<file path="src/rtl/aes_defs.sv">
// Shared definitions for the AES CBC packet sequencer: block type, command
// encodings and FSM state codes.
package aes_defs;

    localparam int BLK_W = 128;

    typedef logic [BLK_W-1:0] blk_t;

    localparam logic [1:0] CMD_ENC = 2'b10;
    localparam logic [1:0] CMD_DEC = 2'b11;

    localparam logic [2:0] ST_IDLE    = 3'd0;
    localparam logic [2:0] ST_RDREQ   = 3'd1;
    localparam logic [2:0] ST_RDWAIT  = 3'd2;
    localparam logic [2:0] ST_CORE    = 3'd3;
    localparam logic [2:0] ST_COREOUT = 3'd4;
    localparam logic [2:0] ST_WRBACK  = 3'd5;
    localparam logic [2:0] ST_DONE    = 3'd6;
    localparam logic [2:0] ST_WAITLOW = 3'd7;

    // Both encrypt and decrypt have cmd[1] set; anything else is a plain copy.
    function automatic logic is_crypto(input logic [1:0] cmd);
        return cmd[1];
    endfunction

endpackage

</file>
<file path="src/rtl/aes_cbc_chain.sv">
// CBC chaining state: holds the running chain value and the saved ciphertext,
// and forms the pre-core and post-core XORs for encrypt and decrypt.
module aes_cbc_chain
    import aes_defs::*;
(
    input  logic       clk,
    input  logic       rst,
    input  logic [1:0] cmd,
    input  logic       load_iv,
    input  logic       capture_pt,
    input  logic       capture_ct,
    input  blk_t       iv,
    input  blk_t       blk_in,
    input  blk_t       core_out,
    output blk_t       core_blk,
    output blk_t       result_blk
);

    blk_t chain_q, chain_d;
    blk_t ctin_q, ctin_d;

    // The chain always advances to the ciphertext of the block just processed:
    // the core output when encrypting, the block read from SRAM when decrypting.
    always_comb begin
        chain_d = chain_q;
        ctin_d  = ctin_q;
        if (load_iv) begin
            chain_d = iv;
        end else if (capture_ct && is_crypto(cmd)) begin
            chain_d = (cmd == CMD_DEC) ? ctin_q : core_out;
        end
        if (capture_pt && cmd == CMD_DEC) begin
            ctin_d = blk_in;
        end
    end

    always_ff @(posedge clk) begin
        if (rst) begin
            chain_q <= '0;
            ctin_q  <= '0;
        end else begin
            chain_q <= chain_d;
            ctin_q  <= ctin_d;
        end
    end

    assign core_blk   = (cmd == CMD_ENC) ? (blk_in ^ chain_q) : blk_in;
    assign result_blk = (cmd == CMD_DEC) ? (core_out ^ chain_q) : core_out;

endmodule

</file>
<file path="src/rtl/aes_cbc_seq.sv">
// Packet sequencer between genmgr and the AES core: walks one bank of the
// packet SRAM through the core with CBC chaining, writing results in place.
module aes_cbc_seq
    import aes_defs::*;
#(
    parameter int SBASE = 1,
    parameter int NOPKT = 4
) (
    input  logic             clk,
    input  logic             rst,
    input  logic             AesIrdy,
    input  logic [SBASE:0]   AesSize,
    input  logic             Sos,
    input  logic             AesBank,
    input  logic [1:0]       Cmd,
    input  logic [127:0]     aes_iv,
    output logic             AesTrdy,
    output logic [SBASE+1:0] buf_addr,
    output logic             buf_rd,
    input  logic [127:0]     buf_rdata,
    output logic             buf_wr,
    output logic [127:0]     buf_wdata,
    output logic             core_irdy,
    output logic [127:0]     core_din,
    input  logic             core_trdy,
    input  logic             core_ovld,
    input  logic [127:0]     core_dout
);

    localparam logic [SBASE:0] PKT_MAX = (SBASE+1)'(NOPKT - 1);
    localparam logic [SBASE:0] PKT_ONE = {{SBASE{1'b0}}, 1'b1};

    logic [2:0]     state_q, state_d;
    logic [SBASE:0] cnt_last_q, cnt_last_d;
    logic [SBASE:0] pkt_q, pkt_d;
    logic           bank_q, bank_d;
    logic [1:0]     cmd_q, cmd_d;
    blk_t           core_din_q, core_din_d;
    blk_t           result_q, result_d;

    logic load_iv;
    logic capture_pt;
    logic capture_ct;
    logic last_pkt;
    blk_t core_blk;
    blk_t result_blk;

    aes_cbc_chain u_chain (
        .clk        (clk),
        .rst        (rst),
        .cmd        (cmd_q),
        .load_iv    (load_iv),
        .capture_pt (capture_pt),
        .capture_ct (capture_ct),
        .iv         (aes_iv),
        .blk_in     (buf_rdata),
        .core_out   (core_dout),
        .core_blk   (core_blk),
        .result_blk (result_blk)
    );

    // PKT_MAX keeps an out-of-range AesSize from walking past the bank.
    assign last_pkt = (pkt_q == cnt_last_q) || (pkt_q == PKT_MAX);

    always_comb begin
        state_d    = state_q;
        cnt_last_d = cnt_last_q;
        pkt_d      = pkt_q;
        bank_d     = bank_q;
        cmd_d      = cmd_q;
        core_din_d = core_din_q;
        result_d   = result_q;
        load_iv    = 1'b0;
        capture_pt = 1'b0;
        capture_ct = 1'b0;
        case (state_q)
            ST_IDLE: begin
                if (AesIrdy) begin
                    cnt_last_d = AesSize;
                    bank_d     = AesBank;
                    cmd_d      = Cmd;
                    pkt_d      = '0;
                    load_iv    = Sos;
                    state_d    = ST_RDREQ;
                end
            end
            ST_RDREQ: begin
                state_d = ST_RDWAIT;
            end
            ST_RDWAIT: begin
                capture_pt = 1'b1;
                if (!is_crypto(cmd_q)) begin
                    result_d = buf_rdata;
                    state_d  = ST_WRBACK;
                end else begin
                    core_din_d = core_blk;
                    state_d    = ST_CORE;
                end
            end
            ST_CORE: begin
                if (core_trdy) begin
                    state_d = ST_COREOUT;
                end
            end
            ST_COREOUT: begin
                if (core_ovld) begin
                    capture_ct = 1'b1;
                    result_d   = result_blk;
                    state_d    = ST_WRBACK;
                end
            end
            ST_WRBACK: begin
                if (last_pkt) begin
                    state_d = ST_DONE;
                end else begin
                    pkt_d   = pkt_q + PKT_ONE;
                    state_d = ST_RDREQ;
                end
            end
            ST_DONE: begin
                state_d = ST_WAITLOW;
            end
            ST_WAITLOW: begin
                // A level request still high from the finished job must not restart us.
                if (!AesIrdy) begin
                    state_d = ST_IDLE;
                end
            end
            default: begin
                state_d = ST_IDLE;
            end
        endcase
    end

    always_ff @(posedge clk) begin
        if (rst) begin
            state_q    <= ST_IDLE;
            cnt_last_q <= '0;
            pkt_q      <= '0;
            bank_q     <= 1'b0;
            cmd_q      <= 2'b00;
            core_din_q <= '0;
            result_q   <= '0;
        end else begin
            state_q    <= state_d;
            cnt_last_q <= cnt_last_d;
            pkt_q      <= pkt_d;
            bank_q     <= bank_d;
            cmd_q      <= cmd_d;
            core_din_q <= core_din_d;
            result_q   <= result_d;
        end
    end

    assign AesTrdy   = (state_q == ST_DONE);
    assign buf_rd    = (state_q == ST_RDREQ);
    assign buf_wr    = (state_q == ST_WRBACK);
    assign core_irdy = (state_q == ST_CORE);
    assign buf_addr  = {bank_q, pkt_q};
    assign buf_wdata = result_q;
    assign core_din  = core_din_q;

endmodule

</file>
<file path="config.mk">
export PLATFORM = sky130hd
export DESIGN_NAME = aes_cbc_seq
export DESIGN_NICKNAME = d
export VERILOG_FILES = /design/src/rtl/aes_defs.sv /design/src/rtl/aes_cbc_chain.sv /design/src/rtl/aes_cbc_seq.sv
export SDC_FILE = /design/constraint.sdc
export NUM_CORES = 2
export LEC_CHECK = 0
export CAP_MARGIN = 20
export CORE_AREA = 2 2 257 259
export DETAILED_ROUTE_END_ITERATION = 12
export DIE_AREA = 0 0 259 261
export HOLD_SLACK_MARGIN = 0.05
export PLACE_DENSITY = 0.66
export SLEW_MARGIN = 20
export SYNTH_ARGS = -nofsm -noshare
export SYNTH_HDL_FRONTEND = slang
export SYNTH_SLANG_ARGS = --single-unit
</file>
<file path="constraint.sdc">
create_clock -name clk -period 2.2 [get_ports clk]
set_input_delay 0.22 -clock clk [delete_from_list [all_inputs] [get_ports clk]]
set_output_delay 0.22 -clock clk [all_outputs]
set_load 0.01 [all_outputs]
</file>
==> flow_summary.json <==
{
  "wl_per_cell_microns": 22.47,
  "synthCells": 2767,
  "setup_viol": 0,
  "required_ns": 1.98,
  "gr-usage-all-layers_pct": 27.01,
  "synth_edf_count": 0,
  "p_leak_nw": 12.13,
  "r2r_slack_ns": 0.26,
  "ios": 658,
  "wirelength_microns": 95110,
  "syn-num-nets": 3163,
  "crit_type": "flop to output pin",
  "drt_iter0_markers": 1703,
  "drc": 0,
  "rsz0062_at_grt": "no",
  "start_util_pct": 38.20,
  "dr.max_layer_used": "met5",
  "finalPower_mw": 23.84,
  "post-route-util_pct": 53.37,
  "hold_ws_ns": 0.1590,
  "drtPass1Iterations": 6,
  "multi_input_area_sq_um": 13300,
  "end_kind": "output pin",
  "clk_pin_slew_worst_paths_ns": 0.06,
  "cellPowerDensity_nw_per_um2": 686.7,
  "clk_path_buf_depth": 3,
  "pre_cts_ws_ns": 0.2205,
  "io_buffers": 657,
  "gp_congestion": 0.8745,
  "drv_slew": 0,
  "synthArstFlopShare_pct": 0,
  "yosys_warnings": 0,
  "ys_types": 38,
  "num_rows": 94,
  "cts.htree.levels": 2,
  "die_h_microns": 261,
  "synth_seq_area_share_pct": 42.06,
  "regArea_sq_um": 10470,
  "skew_ns": 0.02068,
  "fill_cells": 6016,
  "timing.final.crit_share_pct": 96.81,
  "hold_class": "input pin to flop",
  "grt_overflow": 0,
  "relSlewSlack_pct": 47.04,
  "postCtsSetupBuffers": 0,
  "cts_sinks": 522,
  "core_area_sq_um": 65040,
  "tightest_slew_ns": 0.7944,
  "layout_min_cycle_time_ns": 2.130,
  "dpl.hpwl_microns": 63660,
  "antenna_found_initial": 19,
  "grt_max_degree": 124,
  "area_delta_synth_final_pct": 39.71,
  "ys_ff_latch": 522,
  "ir_drop_v": 0.0006977,
  "drive_gt1_share_pct": 9.752,
  "fmax_mhz": 469.5,
  "numCtsBuffers": 58,
  "cts_tree": "built",
  "start_kind": "flop",
  "fin_nets": 3705,
  "dr_wl_met2_microns": 45040,
  "wl_met3_microns": 7276,
  "root_buffer": "clkbuf_16",
  "wl_met1_microns": 39430,
  "cap_violations": 0,
  "clock_latency_ns": 0.62,
  "grt_pass1_vias": 22697,
  "outcome": "finished clean",
  "final_antenna_net_count": 0,
  "via_count": 23285,
  "crit_arrival_ns": 1.91,
  "yosys_most_used_dff": "dfxtp_1",
  "setup_ws_ns": 0.07026,
  "avgSynthCellArea_sq_um": 8.980,
  "crit_fanout": 10,
  "hold_violations": 0,
  "syn_area_sq_um": 24850,
  "viasPerCell": 5.502,
  "grt_pass1_wl_microns": 142300,
  "die_area_sq_um": 67600,
  "fp.dieW_microns": 259,
  "finalSetupTns_ns": 0
}
[cells by family (layout without fill, tap and decap cells)]
group / Yosys count / in the layout / share of synthesized area (%)
AOI/OAI and AO/OA: 657 / 657 / 19.78
xor gates and xnor gates: 258 / 258 / 9.094
adders and majority gates: 1 / 1 / 0.05035
buffers and inverters: 263 / 849 / 4.723
DFF: 522 / 522 / 42.06
muxes: 262 / 262 / 11.20
other: 0 / 15 / 0
and+or+nand+nor: 804 / 804 / 13.10
[layout make-up]
cell class	instances	area share [%]
clock inverters	16	0.6488
flip-flops and latches	522	30.15
well taps	864	3.114
multi-input cells	1982	38.31
repair buffers	743	22.62
diodes	15	0.1081
clock buffers	88	5.028
inverters	2	0.02163
[registers in the layout (all words and copies together) (netlist names)]
register	count
u_chain.chain_q	128
u_chain.ctin_q	128
core_din	128
state_q	3
pkt_q	2
cnt_last_q	2
bank_q	1
buf_wdata	128
cmd_q	2
[final timing paths]
kind / startpoint / to / cells past startpoint
min: aes_iv[14] / u_chain.chain_q[14]$_SDFFE_PP0P_ / 2
min reg2reg: buf_wdata[85]$_SDFFE_PP0P_ / buf_wdata[85]$_SDFFE_PP0P_ / 1
max: state_q[2]$_SDFFE_PP0P_ / AesTrdy / 3
max reg2reg: cmd_q[1]$_SDFFE_PP0P_ / core_din[4]$_SDFFE_PP0P_ / 5
[worst max-delay path, stage by stage (launching register included)]
cell,delay [ns]
dfxtp_4,0.40
buf_4,0.18
and3_1,0.19
clkdlybuf4s50_1,0.54
[synthesized netlist by cell type, drive strengths merged (127+ instances only)]
cell type / n / area share, %
a21oi: 134 / 2.7
mux2i: 134 / 5.4
nand2: 516 / 7.8
buf: 134 / 2.8
xor2: 256 / 9.0
a221oi: 129 / 4.5
a211oi: 130 / 3.9
nor2: 138 / 2.1
mux2: 128 / 5.8
dfxtp: 522 / 42
o2bb2ai: 128 / 4.5
a21o: 129 / 3.9
nand3: 129 / 2.6
clkbuf: 127 / 1.9
[what timing repair did]
action | 4_1_cts | 5_1_grt
hold endpoints to repair | 28 | 0
hold buffers | 1 | 0
endpoints found under the setup margin | 4 | 1
gates resized for setup | 9 | 1
[cells in the final DEF (no fill, tap or decap), types with 129 or more instances in the layout]
cell type and n:
a21oi_1 133, clkdlybuf4s50_1 653, xor2_1 256, a21o_1 129, mux2i_1 134, a221oi_1 129, nand2_1 515, dfxtp_1 517
nand3_1 129, nor2_1 136, a211oi_1 130
[power by group]
| group | switching, mW | total, mW | internal, mW | leakage [nW] |
|---|---|---|---|---|
| sequential | 0.285 | 10.1 | 9.82 | 4.23 |
| combinational | 1.85 | 3.60 | 1.75 | 6.93 |
| clock | 4.10 | 10.1 | 6.03 | 0.973 |
[metal layers]
metal / global-route usage (%) / up-vias
met3: 6.059 / 203
met1: 34.27 / 11211
met4: 9.778 / 10
met2: 45.02 / 986
li1: - / 10875
met5: 0 / -
[stage by stage]
stage | cells | cell area (sq um)
final | 4232 | 34710
after global routing | 4229 | 34710
after CTS | 4217 | 34670
after detailed placement | 4112 | 32690
after global placement | 4112 | 32690
after floorplan | 2767 | 24850
No activity file was read; power rests on OpenSTA's default activity.
